File: config.mk
export PLATFORM = sky130hd
export DESIGN_NAME = gj_inverse_ctrl
export DESIGN_NICKNAME = d
export VERILOG_FILES = /design/src/rtl/gj_pkg.sv /design/src/rtl/gj_pivot_search.sv /design/src/rtl/gj_inverse_ctrl.sv
export SDC_FILE = /design/constraint.sdc
export NUM_CORES = 1
export LEC_CHECK = 0
export CORE_ASPECT_RATIO = 2
export CORE_UTILIZATION = 50
export CTS_CLUSTER_DIAMETER = 80
export DETAILED_ROUTE_END_ITERATION = 8
export GPL_ROUTABILITY_DRIVEN = 0
export PLACE_DENSITY = 0.87
export SYNTH_ARGS = -nofsm -noshare
export SYNTH_HDL_FRONTEND = slang
export SYNTH_HIERARCHICAL = 1
export SYNTH_SLANG_ARGS = --single-unit
export TNS_END_PERCENT = 100
File: constraint.sdc
create_clock -name clk -period 14.29 [get_ports clk]
set_clock_uncertainty 0.1 [all_clocks]
set_input_delay 2.1435 -clock clk [delete_from_list [all_inputs] [get_ports clk]]
set_output_delay 2.1435 -clock clk [all_outputs]
set_load 0.02 [all_outputs]
File: src/rtl/gj_pkg.sv
// Shared constants for the Gauss-Jordan inversion sequencer: op codes,
// FSM state encodings, Q16.16 format and the saturating magnitude helper.
package gj_pkg;

    localparam int GJ_DATA_W = 32;
    localparam int FRAC_W    = 16;
    localparam logic [GJ_DATA_W-1:0] ONE = 32'h0001_0000;

    localparam logic [1:0] OP_SWAP  = 2'd0;
    localparam logic [1:0] OP_SCALE = 2'd1;
    localparam logic [1:0] OP_ELIM  = 2'd2;

    localparam logic [3:0] S_IDLE   = 4'd0;
    localparam logic [3:0] S_SEARCH = 4'd1;
    localparam logic [3:0] S_CHECK  = 4'd2;
    localparam logic [3:0] S_SWAP   = 4'd3;
    localparam logic [3:0] S_DIV    = 4'd4;
    localparam logic [3:0] S_SCALE  = 4'd5;
    localparam logic [3:0] S_FACT   = 4'd6;
    localparam logic [3:0] S_ELIM   = 4'd7;
    localparam logic [3:0] S_NEXT   = 4'd8;
    localparam logic [3:0] S_DONE   = 4'd9;

    // |x| with the most negative value clamped so the result stays positive
    function automatic logic [GJ_DATA_W-1:0] abs_sat(input logic [GJ_DATA_W-1:0] x);
        if (x == {1'b1, {(GJ_DATA_W-1){1'b0}}})
            return {1'b0, {(GJ_DATA_W-1){1'b1}}};
        else if (x[GJ_DATA_W-1])
            return -x;
        else
            return x;
    endfunction

endpackage

File: src/rtl/gj_pivot_search.sv
// Running |max| / argmax over a column streamed one element per valid.
// Strict greater-than keeps the lowest row on ties; the signed value of
// the winner is kept too since the divider needs the pivot with its sign.
module gj_pivot_search
    import gj_pkg::*;
#(
    parameter int DATA_W = GJ_DATA_W,
    parameter int IDX_W  = 3
) (
    input  logic              clk,
    input  logic              rst,
    input  logic              clear,
    input  logic              valid,
    input  logic [DATA_W-1:0] data,
    input  logic [IDX_W-1:0]  idx,
    output logic [DATA_W-1:0] abs_max,
    output logic [IDX_W-1:0]  max_idx,
    output logic [DATA_W-1:0] max_val
);

    logic [DATA_W-1:0] mag;
    assign mag = abs_sat(data);

    // Track the largest magnitude seen since the last clear
    always_ff @(posedge clk) begin
        if (rst || clear) begin
            abs_max <= '0;
            max_idx <= '0;
            max_val <= '0;
        end else if (valid && (mag > abs_max)) begin
            abs_max <= mag;
            max_idx <= idx;
            max_val <= data;
        end
    end

endmodule

File: src/rtl/gj_inverse_ctrl.sv
// Gauss-Jordan inversion sequencer: per column does pivot search, row swap,
// pivot normalisation through an external reciprocal unit, and elimination
// of every other row, issuing row-op commands to the datapath.
module gj_inverse_ctrl
    import gj_pkg::*;
#(
    parameter int N      = 7,
    parameter int DATA_W = GJ_DATA_W,
    parameter int IDX_W  = 3
) (
    input  logic              clk,
    input  logic              rst,
    input  logic              start,
    output logic              busy,
    output logic              done,
    output logic              singular,
    output logic              rd_en,
    output logic [IDX_W-1:0]  rd_row,
    output logic [IDX_W-1:0]  rd_col,
    input  logic [DATA_W-1:0] rd_data,
    output logic              div_start,
    output logic [DATA_W-1:0] div_operand,
    input  logic              div_done,
    input  logic [DATA_W-1:0] div_result,
    output logic              op_valid,
    input  logic              op_ready,
    output logic [1:0]        op_code,
    output logic [IDX_W-1:0]  op_ra,
    output logic [IDX_W-1:0]  op_rb,
    output logic [DATA_W-1:0] op_coef
);

    // Row counter is one bit wider so it can reach N as the end marker
    localparam int CNT_W = IDX_W + 1;
    localparam logic [CNT_W-1:0] N_C    = CNT_W'(N);
    localparam logic [IDX_W-1:0] K_LAST = IDX_W'(N - 1);

    logic [3:0]        state;
    logic [IDX_W-1:0]  k;
    logic [CNT_W-1:0]  r;
    logic [CNT_W-1:0]  k_ext;
    logic              rd_vld;
    logic [IDX_W-1:0]  rd_row_q;
    logic [DATA_W-1:0] recip;
    logic [DATA_W-1:0] factor;
    logic              div_issued;
    logic              search_clr;
    logic              search_vld;
    logic [DATA_W-1:0] abs_max;
    logic [IDX_W-1:0]  max_idx;
    logic [DATA_W-1:0] max_val;

    assign k_ext      = {1'b0, k};
    assign search_clr = ((state == S_IDLE) && start) || (state == S_NEXT);
    assign search_vld = rd_vld && (state == S_SEARCH);

    gj_pivot_search #(.DATA_W(DATA_W), .IDX_W(IDX_W)) u_search (
        .clk     (clk),
        .rst     (rst),
        .clear   (search_clr),
        .valid   (search_vld),
        .data    (rd_data),
        .idx     (rd_row_q),
        .abs_max (abs_max),
        .max_idx (max_idx),
        .max_val (max_val)
    );

    // Read strobes: a burst down column k in SEARCH, one row at a time in FACT
    always_comb begin
        rd_en = 1'b0;
        if (state == S_SEARCH)
            rd_en = (r < N_C);
        else if (state == S_FACT)
            rd_en = !rd_vld && (r < N_C) && (r != k_ext);
        rd_row = rd_en ? r[IDX_W-1:0] : '0;
        rd_col = rd_en ? k : '0;
    end

    // Status, divider request and row-op command decode
    always_comb begin
        busy        = (state != S_IDLE) && (state != S_DONE);
        done        = (state == S_DONE);
        div_start   = (state == S_DIV) && !div_issued;
        div_operand = (state == S_DIV) ? max_val : '0;
        op_valid    = 1'b0;
        op_code     = OP_SWAP;
        op_ra       = '0;
        op_rb       = '0;
        op_coef     = '0;
        case (state)
            S_SWAP:  begin op_valid = 1'b1; op_code = OP_SWAP;  op_ra = k; op_rb = max_idx; end
            S_SCALE: begin op_valid = 1'b1; op_code = OP_SCALE; op_ra = k; op_coef = recip; end
            S_ELIM:  begin
                op_valid = 1'b1;
                op_code  = OP_ELIM;
                op_ra    = r[IDX_W-1:0];
                op_rb    = k;
                op_coef  = factor;
            end
            default: ;
        endcase
    end

    // Remember which row a read targeted so the returning data can be tagged
    always_ff @(posedge clk) begin
        if (rst) begin
            rd_vld   <= 1'b0;
            rd_row_q <= '0;
        end else begin
            rd_vld   <= rd_en;
            rd_row_q <= rd_row;
        end
    end

    // Main sequencer
    always_ff @(posedge clk) begin
        if (rst) begin
            state      <= S_IDLE;
            k          <= '0;
            r          <= '0;
            recip      <= '0;
            factor     <= '0;
            singular   <= 1'b0;
            div_issued <= 1'b0;
        end else begin
            case (state)
                S_IDLE: if (start) begin
                    state    <= S_SEARCH;
                    k        <= '0;
                    r        <= '0;
                    singular <= 1'b0;
                end
                // Final cycle (r == N) only absorbs the last returning element
                S_SEARCH: if (r == N_C) state <= S_CHECK;
                          else          r     <= r + 1'b1;
                S_CHECK: begin
                    if (abs_max == '0) begin
                        singular <= 1'b1;
                        state    <= S_DONE;
                    end else if (max_idx != k) begin
                        state <= S_SWAP;
                    end else begin
                        state <= S_DIV;
                    end
                end
                S_SWAP: if (op_ready) state <= S_DIV;
                S_DIV: begin
                    div_issued <= 1'b1;
                    if (div_issued && div_done) begin
                        recip      <= div_result;
                        div_issued <= 1'b0;
                        state      <= S_SCALE;
                    end
                end
                S_SCALE: if (op_ready) begin
                    state <= S_FACT;
                    r     <= '0;
                end
                // Alternates issue/evaluate; zero factors need no row op
                S_FACT: begin
                    if (rd_vld) begin
                        if (rd_data == '0) begin
                            r <= r + 1'b1;
                        end else begin
                            factor <= rd_data;
                            state  <= S_ELIM;
                        end
                    end else if (r == N_C) begin
                        state <= S_NEXT;
                    end else if (r == k_ext) begin
                        r <= r + 1'b1;
                    end
                end
                S_ELIM: if (op_ready) begin
                    r     <= r + 1'b1;
                    state <= S_FACT;
                end
                S_NEXT: begin
                    if (k == K_LAST) begin
                        state <= S_DONE;
                    end else begin
                        k     <= k + 1'b1;
                        r     <= k_ext + 1'b1;
                        state <= S_SEARCH;
                    end
                end
                S_DONE:  state <= S_IDLE;
                default: state <= S_IDLE;
            endcase
        end
    end

endmodule

# Word level (Yosys, flattened, before mapping)
# Index checks and enable logic that the tools add are counted.
dict set report totals {
  regBits 148
  input_bits 69
  elab_cells 119
}
dict set report op_classes {
  n_reduce_logical 28
  n_mux 41
  n_eq_ne 31
  add_sub_neg 4
  n_lt_le_gt_ge 2
  bitwise_logic 1
}
# operator n
set ops {}
lappend ops {{2-to-1 mux 32 bit} 3}
lappend ops {{2-to-1 mux 4 bit} 19}
lappend ops {{zero test 32 bit} 2}
lappend ops {{one-hot mux 32 bit (2 select lines)} 1}
lappend ops {{== test 32 bit (second input constant)} 1}
lappend ops {{greater-than comparator 32 bit} 1}
lappend ops {{negation 32 bit} 1}
lappend ops {{one-hot mux 4 bit (8 select lines)} 1}
lappend ops {{one-hot mux 4 bit (6 select lines)} 1}
lappend ops {{== test 4 x 3 -> 1 bit (second input constant)} 5}
lappend ops {{one-hot mux 3 bit (2 select lines)} 3}
lappend ops {{2-to-1 mux 3 bit} 5}
lappend ops {{!= test 2 bit (second input constant)} 7}
lappend ops {{!= test 3 x 2 -> 1 bit (second input constant)} 3}
lappend ops {{AND reduction 3 bit} 3}
lappend ops {{AND reduction 9 bit} 1}
lappend ops {{== test 4 x 2 -> 1 bit (second input constant)} 2}
lappend ops {{== test 4 bit (second input constant)} 2}
lappend ops {{logical AND 1 bit} 8}
lappend ops {{AND reduction 7 bit} 1}
lappend ops {{2-to-1 mux 1 bit} 6}
lappend ops {{!= test 2 x 1 -> 1 bit (second input constant)} 3}
lappend ops {{!= test 3 bit (second input constant)} 2}
lappend ops {{nonzero test 6 bit} 1}
lappend ops {{21 further kinds} 25}

# Logic depth before layout (Yosys ltp)
dict set report depth {
  depth_word 6
  ltp_mapped 18
}

# Hierarchy
# The synthesis kept the hierarchy.
# mod area_per_inst_um2 cells_per_inst instances seq_area_each_um2
set by_module_without_submodules {}
lappend by_module_without_submodules {gj_pivot_search 4424.2 537 1 1341.3}
lappend by_module_without_submodules {gj_inverse_ctrl 4334.2 525 1 1621.6}

# Worst setup path before layout
# OpenSTA, ideal clock, no wires.
dict set report synth_timing {
  kind {input to register}
  start {input rd_data[6]}
  end {register u_search.abs_max[12]}
  path_slack_ps 7959
  t_required_ps 14103
  cell_stages 16
  setup_time_ps 87
  t_arrival_ps 6144
  path_cell_list {or4_1 -> buf_2 -> or4_4 -> buf_6 -> o41ai_2 -> mux2i_1 -> ha_1 -> nand4_1 -> or4_1 -> o31a_1 -> buf_2 -> o21ai_1 -> o21ai_1 -> clkbuf_1 -> buf_2 -> o31ai_1}
}
dict set report synth_via {
  elab_chain_len 5
}
# item line_no
set synth_lines {}
lappend synth_lines {{from (decl)} gj_inverse_ctrl.sv:20} ;# input logic [DATA_W-1:0] rd_data,
lappend synth_lines {{negation 32 bit} gj_pkg.sv:29} ;# return -x;
lappend synth_lines {{2-to-1 mux 32 bit} gj_pkg.sv:28} ;# else if (x[GJ_DATA_W-1])
lappend synth_lines {{2-to-1 mux 32 bit *} gj_pkg.sv:26} ;# if (x == {1'b1, {(GJ_DATA_W-1){1'b0}}})
lappend synth_lines {{named net u_search.mag[27]} gj_pivot_search.sv:21} ;# logic [DATA_W-1:0] mag;
lappend synth_lines {{greater-than comparator 32 bit *} gj_pivot_search.sv:30} ;# end else if (valid && (mag > abs_max)) begin
lappend synth_lines {{logical AND 1 bit *} gj_pivot_search.sv:30}
lappend synth_lines {{to (signal assigned)} gj_pivot_search.sv:31} ;# abs_max <= mag;
lappend synth_lines {{to (decl)} gj_pivot_search.sv:16} ;# output logic [DATA_W-1:0] abs_max,
# Mark *: on every way through the listed nets, which the timed path passes. The rest lies on a longest branch.
# A chain may end at the register's enable or synchronous reset.

# Final worst setup path
dict set report layout_timing {
  start {input rd_data[0]}
  end {register u_search.max_val[12]}
}
dict set report layout_via {
  elab_chain_len 5
}
# item line_no
set layout_lines {}
lappend layout_lines {{negation 32 bit} gj_pkg.sv:29}
lappend layout_lines {{2-to-1 mux 32 bit} gj_pkg.sv:28}
lappend layout_lines {{2-to-1 mux 32 bit *} gj_pkg.sv:26}
lappend layout_lines {{named net u_search.mag[28]} gj_pivot_search.sv:21}
lappend layout_lines {{greater-than comparator 32 bit *} gj_pivot_search.sv:30}
lappend layout_lines {{logical AND 1 bit *} gj_pivot_search.sv:30}
lappend layout_lines {{to (signal assigned)} gj_pivot_search.sv:33} ;# max_val <= data;
lappend layout_lines {{to (decl)} gj_pivot_search.sv:18} ;# output logic [DATA_W-1:0] max_val
# Marked as above.

==> impl_metrics.env <==
export IMPL_ys_seq_area_share_pct=33.8
export IMPL_grt_overflow=0
export IMPL_synth_distinct_cells=73
export IMPL_slew_viol_final=0
export IMPL_status="finished, final reports clean"
export IMPL_rsz0062_at_grt="no"
export IMPL_fin_tns_setup_ns=0
export IMPL_syn_avg_cell_area_um2=8.25
export IMPL_synth_area_um2=8760
export IMPL_min_period_ns=8.43
export IMPL_n_antenna_cell=0
export IMPL_grt_pass1_wl_um=43900
export IMPL_pre_cts_ws_ns=5.59
export IMPL_layout_nets=1265
export IMPL_max_stage_delay_ns=0.96
export IMPL_fmax_ghz=0.119
export IMPL_via_per_inst=6.37
export IMPL_finalInstanceArea_um2=10800
export IMPL_synth_cells=1062
export IMPL_utilization_pct=63.0
export IMPL_worstReg2RegStart="state[0]"
export IMPL_drt_iter0_markers=721
export IMPL_cts_tree="built"
export IMPL_area_growth_pct=23.7
export IMPL_drc=0
export IMPL_totalWireLength_um=28300
export IMPL_ir_drop_v=0.0000994
export IMPL_leakagePower_nw=3.89
export IMPL_start_util_pct=51.0
export IMPL_powerDensity_nw_per_um2=109
export IMPL_worstMarginPinSlew_ns=1.16
export IMPL_max_cap_violations=0
export IMPL_ff2ff_setup_slack_ns=9.74
export IMPL_cts_max_level=4
export IMPL_die_height_um=189
export IMPL_rr_endpoint="u_search/max_val[12]"
export IMPL_slowest_stage="o21ai_4"
export IMPL_grt_max_degree=81
export IMPL_finalWorstSetupSlack_ns=5.86
export IMPL_min_path_type="reg2reg"
export IMPL_fin_crit_sh_pct=59.0
export IMPL_hold_viol=0
export IMPL_die_area_um2=18100
export IMPL_path_cells="clkdlybuf4s50_1 > inv_1 > ha_1 > or4b_2 > nor4_4 > nand3_1 > inv_1 > a211oi_1 > nor2_1 > ha_1 > nand4_1 > or4_1 > o31a_1 > nand2_1 > o21ai_4 > buf_4 > mux2i_1"
export IMPL_dpl_cell_area_um2=10300
export IMPL_cp_max_fo=32
export IMPL_max_clock_path_buffers=2
export IMPL_hold_depth=2
export IMPL_drive_gt1_share_pct=6.57
export IMPL_grt_pass1_vias=8564
export IMPL_dp_hpwl_um=19600
export IMPL_relSlewSlack_pct=22.6
export IMPL_die_w_um=95.6
export IMPL_antenna_found_initial=0
export IMPL_stdcell_count=1382
export IMPL_cp_end_kind="flop"
export IMPL_crit_family="simple AND/OR/NAND/NOR gates"
export IMPL_fill_cells=1384
export IMPL_cts_sinks=148
export IMPL_ys_async_sr_fraction_pct=0
export IMPL_syn_nets=1167
export IMPL_min_from="u_search/max_val[5]"
export IMPL_io_pins=153
export IMPL_crit_arrival_ns=8.67
export IMPL_required_ns=14.53
export IMPL_placed_cells=1351
export IMPL_post_cts_buffers=0
export IMPL_post_cts_resized=0
export IMPL_cts_buffers=17
export IMPL_fp_coreArea_um2=17200
export IMPL_ff2ff_path_depth=8
export IMPL_num_vias=8801
export IMPL_insertion_delay_ns=0.43
export IMPL_grt_usage_pct=31.9
export IMPL_cts_hold_buf=0
export IMPL_wire_per_inst_um=20.5
export IMPL_power_mw=1.18
export IMPL_timing_hold_ws_ns=0.352
export IMPL_drtAntennaViolNets=0
export IMPL_crit_buf_inv=4
export IMPL_cts_root_buf="clkbuf_16"
export IMPL_synth_edf_count=0
export IMPL_portBuffers=152
export IMPL_setup_viol=0
export IMPL_path_clk_slew_ns=0.06
export IMPL_synth_ff_latch_count=148
export IMPL_yosys_warnings=6
export IMPL_std_cell_rows=68
export IMPL_drtPass1Iterations=7
export IMPL_path_class="in2reg"
export IMPL_synthFlopType="dfxtp_1"
export IMPL_cp_start_kind="input pin"
export IMPL_hold_end="u_search/max_val[5]"
==> where the power goes <==
group	total, mW	internal [mW]	switching [mW]	leakage (nW)
Sequential	0.451	0.425	0.0259	1.19
Combinational	0.310	0.113	0.197	2.43
Clock	0.419	0.226	0.193	0.262
Total	1.18	0.763	0.416	3.89
==> kinds of logic after synthesis <==
logic type	share of synthesized area, %
simple gates	23.4
fa+ha+maj	5.14
mux	11.8
xor+xnor	2.00
buf+inv	6.03
compound gates	17.9
flops	33.8
==> cells in the final DEF, fill, tap and decap left out, types with 11 or more instances in the layout <==
cell	synthesis	layout
clkdlybuf4s50_1	0	151
o2111ai_1	16	16
a21oi_1	61	61
inv_1	41	41
and3_1	40	40
xor2_1	17	17
a31oi_1	17	17
nand2_1	197	197
nor4_1	21	21
clkbuf_16	0	17
ha_1	36	36
nand4_1	12	12
o31ai_1	23	23
nand3_1	11	11
buf_4	4	13
mux2i_1	103	103
nor2_1	56	53
a22o_1	32	32
o21ai_0	15	15
dfxtp_1	148	148
==> flip-flops by register name, indices dropped and copies added (netlist names) <==
register	count
div_issued	1
factor	32
k	3
r	4
rd_row_q	3
rd_vld	1
recip	32
singular	1
state	4
u_search/abs_max	32
u_search/max_idx	3
u_search/max_val	32
==> layer usage <==
metal / track usage [%] / vias to the layer above / routed length, um
met3: 6.79 / 165 / 2030
met4: 25.8 / 0 / 2480
met1: 32.0 / 4110 / 9730
li1: - / 4028 / -
met2: 54.9 / 498 / 14000
met5: 0 / - / 0
==> worst reg2reg max path, stage by stage, from the launching register on <==
cell	delay, ns
dfxtp_1	0.81
nand2b_1	0.27
nor3_1	0.27
and2_1	0.26
o31a_1	0.56
nand2_1	0.33
o21ai_4	0.96
buf_4	0.61
mux2i_1	0.29
==> Yosys cell counts, drive strengths merged, types with 23 or more instances <==
cell	number	area [um^2]
a22o	32	280
dfxtp	148	2960
and3	40	250
inv	41	154
o31ai	23	173
ha	36	450
buf	26	148
clkbuf	60	226
mux2i	103	1030
a21oi	61	305
nand2	197	739
nor2	56	210
nor4	24	178
==> cell type report <==
cell class / count / area [um^2] / share of cell area [%]
tap: 210 / 263 / 2.43
sequential: 148 / 2960 / 27.3
timing repair buffer: 165 / 1610 / 14.9
inverter: 41 / 154 / 1.42
clock buffer: 17 / 425 / 3.93
multi-input combinational: 787 / 5290 / 48.9
clock inverter: 14 / 121 / 1.12
==> worst max path at each step <==
stage                          start                   end  slack (ns)  cells past startpoint
after floorplan           rd_data[6]  u_search/abs_max[12]        7.96                     16
after global placement    rd_data[0]  u_search/abs_max[11]        5.84                     17
after detailed placement  rd_data[1]  u_search/max_val[16]        5.59                     17
after CTS                 rd_data[1]  u_search/max_val[12]        6.00                     17
after global routing      rd_data[0]   u_search/max_val[6]        5.48                     17
final                     rd_data[0]  u_search/max_val[12]        5.86                     17
Note: power is estimated with default switching activity, not from simulation.
